$ cat src/rtl/mem_port_arbiter_if.sv
// rtl/mem_port_arbiter_if.sv - shared memory port bundle between arbiter and memory
interface mem_port_arbiter_if #(
    parameter int ADDR_W = 32,
    parameter int DATA_W = 32
) ();
    logic                  mem_req;
    logic                  mem_we;
    logic [DATA_W/8-1:0]   mem_be;
    logic [ADDR_W-1:0]     mem_addr;
    logic [DATA_W-1:0]     mem_wdata;
    logic                  mem_gnt;
    logic                  mem_rvalid;
    logic [DATA_W-1:0]     mem_rdata;

    modport master (
        output mem_req, mem_we, mem_be, mem_addr, mem_wdata,
        input  mem_gnt, mem_rvalid, mem_rdata
    );

    modport slave (
        input  mem_req, mem_we, mem_be, mem_addr, mem_wdata,
        output mem_gnt, mem_rvalid, mem_rdata
    );
endinterface

$ cat src/rtl/mem_port_arbiter.sv
// rtl/mem_port_arbiter.sv - IF/LSU arbiter for one shared memory port with timeout and fetch flush
module mem_port_arbiter #(
    parameter int ADDR_W  = 32,
    parameter int DATA_W  = 32,
    parameter int TIMEOUT = 15
) (
    input  logic                  clk,
    input  logic                  rst_n,
    input  logic                  if_req,
    input  logic [ADDR_W-1:0]     if_addr,
    input  logic                  if_flush,
    output logic                  if_valid,
    output logic [DATA_W-1:0]     if_rdata,
    input  logic                  lsu_req,
    input  logic                  lsu_we,
    input  logic [DATA_W/8-1:0]   lsu_be,
    input  logic [ADDR_W-1:0]     lsu_addr,
    input  logic [DATA_W-1:0]     lsu_wdata,
    output logic                  lsu_done,
    output logic [DATA_W-1:0]     lsu_rdata,
    output logic                  err,
    output logic                  stall_if,
    output logic                  stall_lsu,
    output logic                  busy,
    mem_port_arbiter_if.master    mem
);
    localparam int BE_W = DATA_W / 8;
    localparam logic [7:0] CNT_LAST = 8'(TIMEOUT - 1);

    typedef enum logic [1:0] {S_IDLE, S_REQ, S_WAIT} state_t;

    state_t              state, state_nxt;
    logic                owner_lsu, last_owner_lsu, drop;
    logic [7:0]          cnt;
    logic                addr_we_q;
    logic [BE_W-1:0]     be_q;
    logic [ADDR_W-1:0]   addr_q;
    logic [DATA_W-1:0]   wdata_q;

    logic                if_pend, lsu_pend;
    logic                grant_if, grant_lsu;
    logic                done_ok, done_to, kill;

    // A requester whose completion pulse is visible this cycle is still holding
    // its old request; it must not be re-served from that stale level.
    assign lsu_pend = lsu_req & ~lsu_done;
    assign if_pend  = if_req & ~if_valid & ~if_flush;
    assign kill     = drop | if_flush;

    always_comb begin
        state_nxt = state;
        grant_if  = 1'b0;
        grant_lsu = 1'b0;
        done_ok   = 1'b0;
        done_to   = 1'b0;
        case (state)
            S_IDLE: begin
                if (if_pend && (!lsu_pend || last_owner_lsu)) begin
                    grant_if  = 1'b1;
                    state_nxt = S_REQ;
                end else if (lsu_pend) begin
                    grant_lsu = 1'b1;
                    state_nxt = S_REQ;
                end
            end
            S_REQ: begin
                if (cnt == CNT_LAST) begin
                    done_to   = 1'b1;
                    state_nxt = S_IDLE;
                end else if (mem.mem_gnt) begin
                    state_nxt = S_WAIT;
                end
            end
            S_WAIT: begin
                if (mem.mem_rvalid) begin
                    done_ok   = 1'b1;
                    state_nxt = S_IDLE;
                end else if (cnt == CNT_LAST) begin
                    done_to   = 1'b1;
                    state_nxt = S_IDLE;
                end
            end
            default: state_nxt = S_IDLE;
        endcase
    end

    always_ff @(posedge clk or negedge rst_n) begin
        if (!rst_n) begin
            state          <= S_IDLE;
            owner_lsu      <= 1'b0;
            last_owner_lsu <= 1'b0;
            drop           <= 1'b0;
            cnt            <= '0;
            addr_we_q      <= 1'b0;
            be_q           <= '0;
            addr_q         <= '0;
            wdata_q        <= '0;
            if_valid       <= 1'b0;
            if_rdata       <= '0;
            lsu_done       <= 1'b0;
            lsu_rdata      <= '0;
            err            <= 1'b0;
        end else begin
            state    <= state_nxt;
            if_valid <= 1'b0;
            lsu_done <= 1'b0;
            err      <= 1'b0;

            if (state != S_IDLE) begin
                cnt <= cnt + 8'd1;
            end

            if (grant_if) begin
                owner_lsu      <= 1'b0;
                last_owner_lsu <= 1'b0;
                addr_q         <= if_addr;
                addr_we_q      <= 1'b0;
                be_q           <= '1;
                wdata_q        <= '0;
                cnt            <= '0;
            end else if (grant_lsu) begin
                owner_lsu      <= 1'b1;
                last_owner_lsu <= 1'b1;
                addr_q         <= lsu_addr;
                addr_we_q      <= lsu_we;
                be_q           <= lsu_be;
                wdata_q        <= lsu_wdata;
                cnt            <= '0;
            end

            if (state_nxt == S_IDLE) begin
                drop <= 1'b0;
            end else if (state != S_IDLE && !owner_lsu && if_flush) begin
                drop <= 1'b1;
            end

            // A killed fetch still drains from memory but reports nothing.
            if (done_ok || done_to) begin
                if (owner_lsu) begin
                    lsu_done  <= 1'b1;
                    lsu_rdata <= done_ok ? mem.mem_rdata : '0;
                    err       <= done_to;
                end else if (!kill) begin
                    if_valid  <= 1'b1;
                    if_rdata  <= done_ok ? mem.mem_rdata : '0;
                    err       <= done_to;
                end
            end
        end
    end

    assign mem.mem_req   = (state == S_REQ);
    assign mem.mem_we    = addr_we_q;
    assign mem.mem_be    = be_q;
    assign mem.mem_addr  = addr_q;
    assign mem.mem_wdata = wdata_q;

    assign busy      = (state != S_IDLE);
    assign stall_lsu = lsu_req & ~lsu_done;
    assign stall_if  = (if_req & ~if_valid) | stall_lsu;
endmodule

$ cat src/flat_wrapper.sv
// flat-port wrapper written by rule: the top's interface ports become plain ports
module mem_port_arbiter_flat 
#(
    parameter int ADDR_W  = 32,
    parameter int DATA_W  = 32,
    parameter int TIMEOUT = 15
)
  (clk, rst_n, if_req, if_addr, if_flush, if_valid, if_rdata, lsu_req, lsu_we, lsu_be, lsu_addr, lsu_wdata, lsu_done, lsu_rdata, err, stall_if, stall_lsu, busy, mem_mem_req, mem_mem_we, mem_mem_be, mem_mem_addr, mem_mem_wdata, mem_mem_gnt, mem_mem_rvalid, mem_mem_rdata);
  mem_port_arbiter_if #(.ADDR_W(ADDR_W), .DATA_W(DATA_W)) mem_i ();
  input  logic clk;
  input  logic rst_n;
  input  logic if_req;
  input  logic [ADDR_W-1:0] if_addr;
  input  logic if_flush;
  output logic if_valid;
  output logic [DATA_W-1:0] if_rdata;
  input  logic lsu_req;
  input  logic lsu_we;
  input  logic [DATA_W/8-1:0] lsu_be;
  input  logic [ADDR_W-1:0] lsu_addr;
  input  logic [DATA_W-1:0] lsu_wdata;
  output logic lsu_done;
  output logic [DATA_W-1:0] lsu_rdata;
  output logic err;
  output logic stall_if;
  output logic stall_lsu;
  output logic busy;
  output wire logic [$bits(mem_i.mem_req)-1:0] mem_mem_req;
  output wire logic [$bits(mem_i.mem_we)-1:0] mem_mem_we;
  output wire logic [$bits(mem_i.mem_be)-1:0] mem_mem_be;
  output wire logic [$bits(mem_i.mem_addr)-1:0] mem_mem_addr;
  output wire logic [$bits(mem_i.mem_wdata)-1:0] mem_mem_wdata;
  input wire logic [$bits(mem_i.mem_gnt)-1:0] mem_mem_gnt;
  input wire logic [$bits(mem_i.mem_rvalid)-1:0] mem_mem_rvalid;
  input wire logic [$bits(mem_i.mem_rdata)-1:0] mem_mem_rdata;
  assign mem_mem_req = mem_i.mem_req;
  assign mem_mem_we = mem_i.mem_we;
  assign mem_mem_be = mem_i.mem_be;
  assign mem_mem_addr = mem_i.mem_addr;
  assign mem_mem_wdata = mem_i.mem_wdata;
  assign mem_i.mem_gnt = mem_mem_gnt;
  assign mem_i.mem_rvalid = mem_mem_rvalid;
  assign mem_i.mem_rdata = mem_mem_rdata;
  mem_port_arbiter #(.ADDR_W(ADDR_W), .DATA_W(DATA_W), .TIMEOUT(TIMEOUT)) u_core (.clk(clk), .rst_n(rst_n), .if_req(if_req), .if_addr(if_addr), .if_flush(if_flush), .if_valid(if_valid), .if_rdata(if_rdata), .lsu_req(lsu_req), .lsu_we(lsu_we), .lsu_be(lsu_be), .lsu_addr(lsu_addr), .lsu_wdata(lsu_wdata), .lsu_done(lsu_done), .lsu_rdata(lsu_rdata), .err(err), .stall_if(stall_if), .stall_lsu(stall_lsu), .busy(busy), .mem(mem_i));
endmodule
$ cat config.mk
export PLATFORM = sky130hd
export DESIGN_NAME = mem_port_arbiter_flat
export DESIGN_NICKNAME = d
export VERILOG_FILES = /design/src/rtl/mem_port_arbiter_if.sv /design/src/rtl/mem_port_arbiter.sv /design/src/flat_wrapper.sv
export SDC_FILE = /design/constraint.sdc
export NUM_CORES = 1
export LEC_CHECK = 0
export CAP_MARGIN = 20
export CORE_MARGIN = 3
export CORE_UTILIZATION = 38
export DETAILED_ROUTE_END_ITERATION = 16
export GPL_TIMING_DRIVEN = 0
export PLACE_DENSITY = 0.77
export SLEW_MARGIN = 20
export SYNTH_ARGS = -nofsm -noshare
export SYNTH_HDL_FRONTEND = slang
export SYNTH_SLANG_ARGS = --single-unit
$ cat constraint.sdc
create_clock -name clk -period 2.1 [get_ports clk]
set_input_delay 0.21 -clock clk [delete_from_list [all_inputs] [get_ports clk]]
set_output_delay 0.21 -clock clk [all_outputs]
set_load 0.05 [all_outputs]
==> impl_metrics.py <==
metrics = {
    "cts": {
        "clkLatencyLatePin_ns": 0.42,
        "tritoncts": "built",
        "cts_buffer_depth": 2,
        "h-tree-depth": 4,
        "clk_pin_slew_worst_paths_ns": 0.07,
        "cts_root_buf": "clkbuf_16",
        "cts.sinks": 148,
        "cts_buffers": 17,
    },
    "worst_setup_path": {
        "critical_path.slowest_cell": "or4b_4",
        "r2r_start": "u_core.cnt[0]$_DFFE_PN0P_",
        "worstPathMaxFanout": 10,
        "crit_family": "compound AO/OA/AOI/OAI gates",
        "path_depth": 8,
        "critPathKind": "reg2reg",
        "arrival_ns": 2.42,
        "cp-start-kind": "register",
        "cp_num_buf_inv": 3,
        "r2r_cells": 8,
        "max_stage_delay_ns": 0.48,
        "end_kind": "register",
        "cp.required_ns": 2.39,
        "crit_start": "u_core.cnt[0]$_DFFE_PN0P_",
        "crit_chain": "inv_1, ha_1, or4b_4, a2111oi_4, buf_4, o21ai_4, buf_8, a32o_1",
    },
    "worst_hold_path": {
        "min_from": "lsu_wdata[21]",
        "worstHoldPathCells": 3,
        "hold_class": "in2reg",
    },
    "yosys": {
        "ys_top_cells_by_area": "dfrtp_1, a32o_1, nand2_1, o21ai_0, mux2i_1",
        "synth_edf_count": 0,
        "yosysUniqueCellTypes": 40,
        "ys_ff_latch": 148,
        "avgSynthCellArea_um2": 11.4,
        "synth_most_common_cell": "dfrtp_1",
        "yosysWarnings": 0,
        "ys_async_sr_fraction_pct": 100,
        "syn_inst": 540,
        "ys.flop_type": "dfrtp_1",
        "yosysTopAreaCellShare_pct": 60.3,
        "synth_fp_nets": 686,
        "synth_seq_area_share_pct": 60.3,
        "netlist_area_um2": 6140,
        "yosys.area.top_type": "dfrtp_1",
        "synthTopCellsByCount": "dfrtp_1, nand2_1, o21ai_0, a32o_1, mux2i_1",
    },
    "global_route": {
        "globalRouteTotalUtil_pct": 21.9,
        "grt_pass1_vias": 5599,
        "grt_max_degree": 76,
        "grt_pass1_wl_mm": 30.3,
        "antenna_found_initial": 0,
        "overflow": 0,
    },
    "drt": {
        "finalWirelength_mm": 19.9,
        "vias_per_cell": 5.15,
        "drcViolationCount": 0,
        "dr.first_iter.drc_count": 290,
        "drtAntennaViolNets": 0,
        "firstDrtPassIters": 7,
        "wire_per_inst_um": 18.4,
        "vias": 5581,
    },
    "sta": {
        "fmaxAchievable_mhz": 471,
        "min_period_over_period_pct": 101,
        "drv_slew": 0,
        "finClkSkew_ns": 0.0121,
        "hold_viol": 0,
        "relSlewSlack_pct": 60.9,
        "worstMarginPinSlew_ns": 0.584,
        "worst_slack_ns": -0.0252,
        "fin_crit_ns": 2.13,
        "rsz0062_at_grt": "true",
        "setup_viol": 10,
    },
    "power_and_ir_drop": {
        "seq_power_share_pct": 27.9,
        "p_int_mw": 8.50,
        "power.switching_mw": 7.68,
        "power_leakage_nw": 4.32,
        "p_comb_share_pct": 53.8,
        "power_density_nw_per_um2": 1610,
        "total_power_mw": 16.2,
        "clock_power_share_pct": 18.3,
        "swShare_pct": 47.5,
        "vdd_drop_max_mv": 0.884,
    },
    "placement": {
        "dp_hpwl_mm": 14.9,
        "finalWeightedCongestion": 0.839,
        "dp_slack_ns": -1.04,
        "numPortBuffers": 279,
    },
    "final_layout": {
        "multiInputGateArea_um2": 2230,
        "fin_nets": 1005,
        "drive_above_1_share_pct": 11.1,
        "num-fill-cells": 1300,
        "num_antenna_cells": 0,
        "regArea_um2": 3700,
        "area_growth_pct": 63.7,
    },
    "floorplanning": {
        "die_h_um": 133,
        "io_pins": 280,
        "initial_utilization_pct": 39.7,
        "dieArea_um2": 17700,
        "coreArea_um2": 15500,
        "rows": 45,
        "die_x_um": 133,
    },
    "status": {
        "violations": "setup timing",
        "status": "finished, violations left",
    },
    "flow_run": {
        "cap_violations": 0,
    },
}
-- worst paths after layout --
kind	slack, ns	end
hold reg to reg	0.47	u_core.mem.mem_wdata[1]$_DFFE_PN0P_
min in group asynchronous	0.35	u_core.lsu_rdata[0]$_DFFE_PN0P_
setup / recovery	-0.03	u_core.if_rdata[28]$_DFFE_PN0P_
max in group asynchronous	1.00	u_core.lsu_done$_DFF_PN0_
hold / removal	0.34	u_core.mem.mem_wdata[21]$_DFFE_PN0P_
setup reg to reg	-0.03	u_core.if_rdata[28]$_DFFE_PN0P_
-- metal layers --
metal / track usage (%) / vias up / wire, µm / share of wire, %
li1: - / 2599 / - / -
met1: 25.6 / 2716 / 7660 / 39
met2: 39.0 / 246 / 10200 / 51
met3: 6.50 / 20 / 1750 / 8.8
met4: 6.40 / 0 / 282 / 1.4
met5: 0 / - / 0 / 0
-- worst min-delay path, stage by stage --
cell	delay [ns]
clkdlybuf4s50_1	0.39
nand2_1	0.05
o21ai_0	0.06
-- power by group through the flow --
stage	combinational [mW]	clock, mW	sequential (mW)
global route	9.20	3.13	4.65
detailed placement	8.61	0	4.56
finish	8.70	2.96	4.51
CTS	8.69	3.01	4.51
global placement	8.53	0	4.53
floorplan	2.01	0	7.94
-- state kept, by name, summed over array words and instances, names as in the netlist --
| signal | cells |
|---|---|
| u_core.state | 2 |
| u_core.mem.mem_we | 1 |
| u_core.mem.mem_be | 4 |
| u_core.owner_lsu | 1 |
| u_core.err | 1 |
| u_core.if_valid | 1 |
| u_core.if_rdata | 32 |
| u_core.mem.mem_wdata | 32 |
| u_core.lsu_done | 1 |
| u_core.drop | 1 |
| u_core.mem.mem_addr | 32 |
| u_core.lsu_rdata | 32 |
| u_core.cnt | 8 |
-- layout make-up --
cell class / count / share of cell area, %
flip-flops and latches: 148 / 36.8
repair buffers: 300 / 29.8
multi-input cells: 339 / 22.1
clock buffers: 18 / 4.37
well taps: 211 / 2.63
plain buffers: 43 / 2.46
clock inverters: 14 / 1.42
inverters: 10 / 0.373
-- what timing repair did --
| item | 4_1_cts | 5_1_grt |
|---|---|---|
| cloned | 0 | 5 |
| hold buffers | 1 | 0 |
| hold endpoints to repair | 73 | 0 |
| gates resized for setup | 25 | 29 |
| pin swaps | 2 | 3 |
| buffers inserted | 2 | 12 |
| endpoints found under the setup margin | 144 | 109 |
-- layout by cell type (no fill, tap or decap), drive strengths merged, types with 6 or more instances in the layout --
cell	n
clkbuf	49
a32o	64
a21oi	6
mux2i	32
inv	16
nand2	107
o21ai	82
nor2	11
ha	6
buf	35
clkdlybuf4s50	274
dfrtp	148
-- per-stage QoR --
step	hold slack (ns)	setup TNS (ns)	utilization, %	cell area [µm²]	cells
after global routing	0.353	-3.34	64.9	10100	1083
final	0.341	-0.0671	64.9	10100	1083
after floorplan	-0.0856	0	-	6150	540
after global placement	0.461	-843.67	59.5	9210	1030
after detailed placement	0.223	-78.05	59.7	9240	1031
after CTS	0.326	0	63.8	9880	1066
-- cell families after synthesis --
family                   synth area share, %
adder cells (fa/ha/maj)                 1.22
AND/OR/NAND/NOR                         9.47
multiplexers                            5.21
buffers and inverters                   4.15
flip-flops                              60.3
AO/OA/AOI/OAI                           19.7
(Power assumes the default switching activity.)
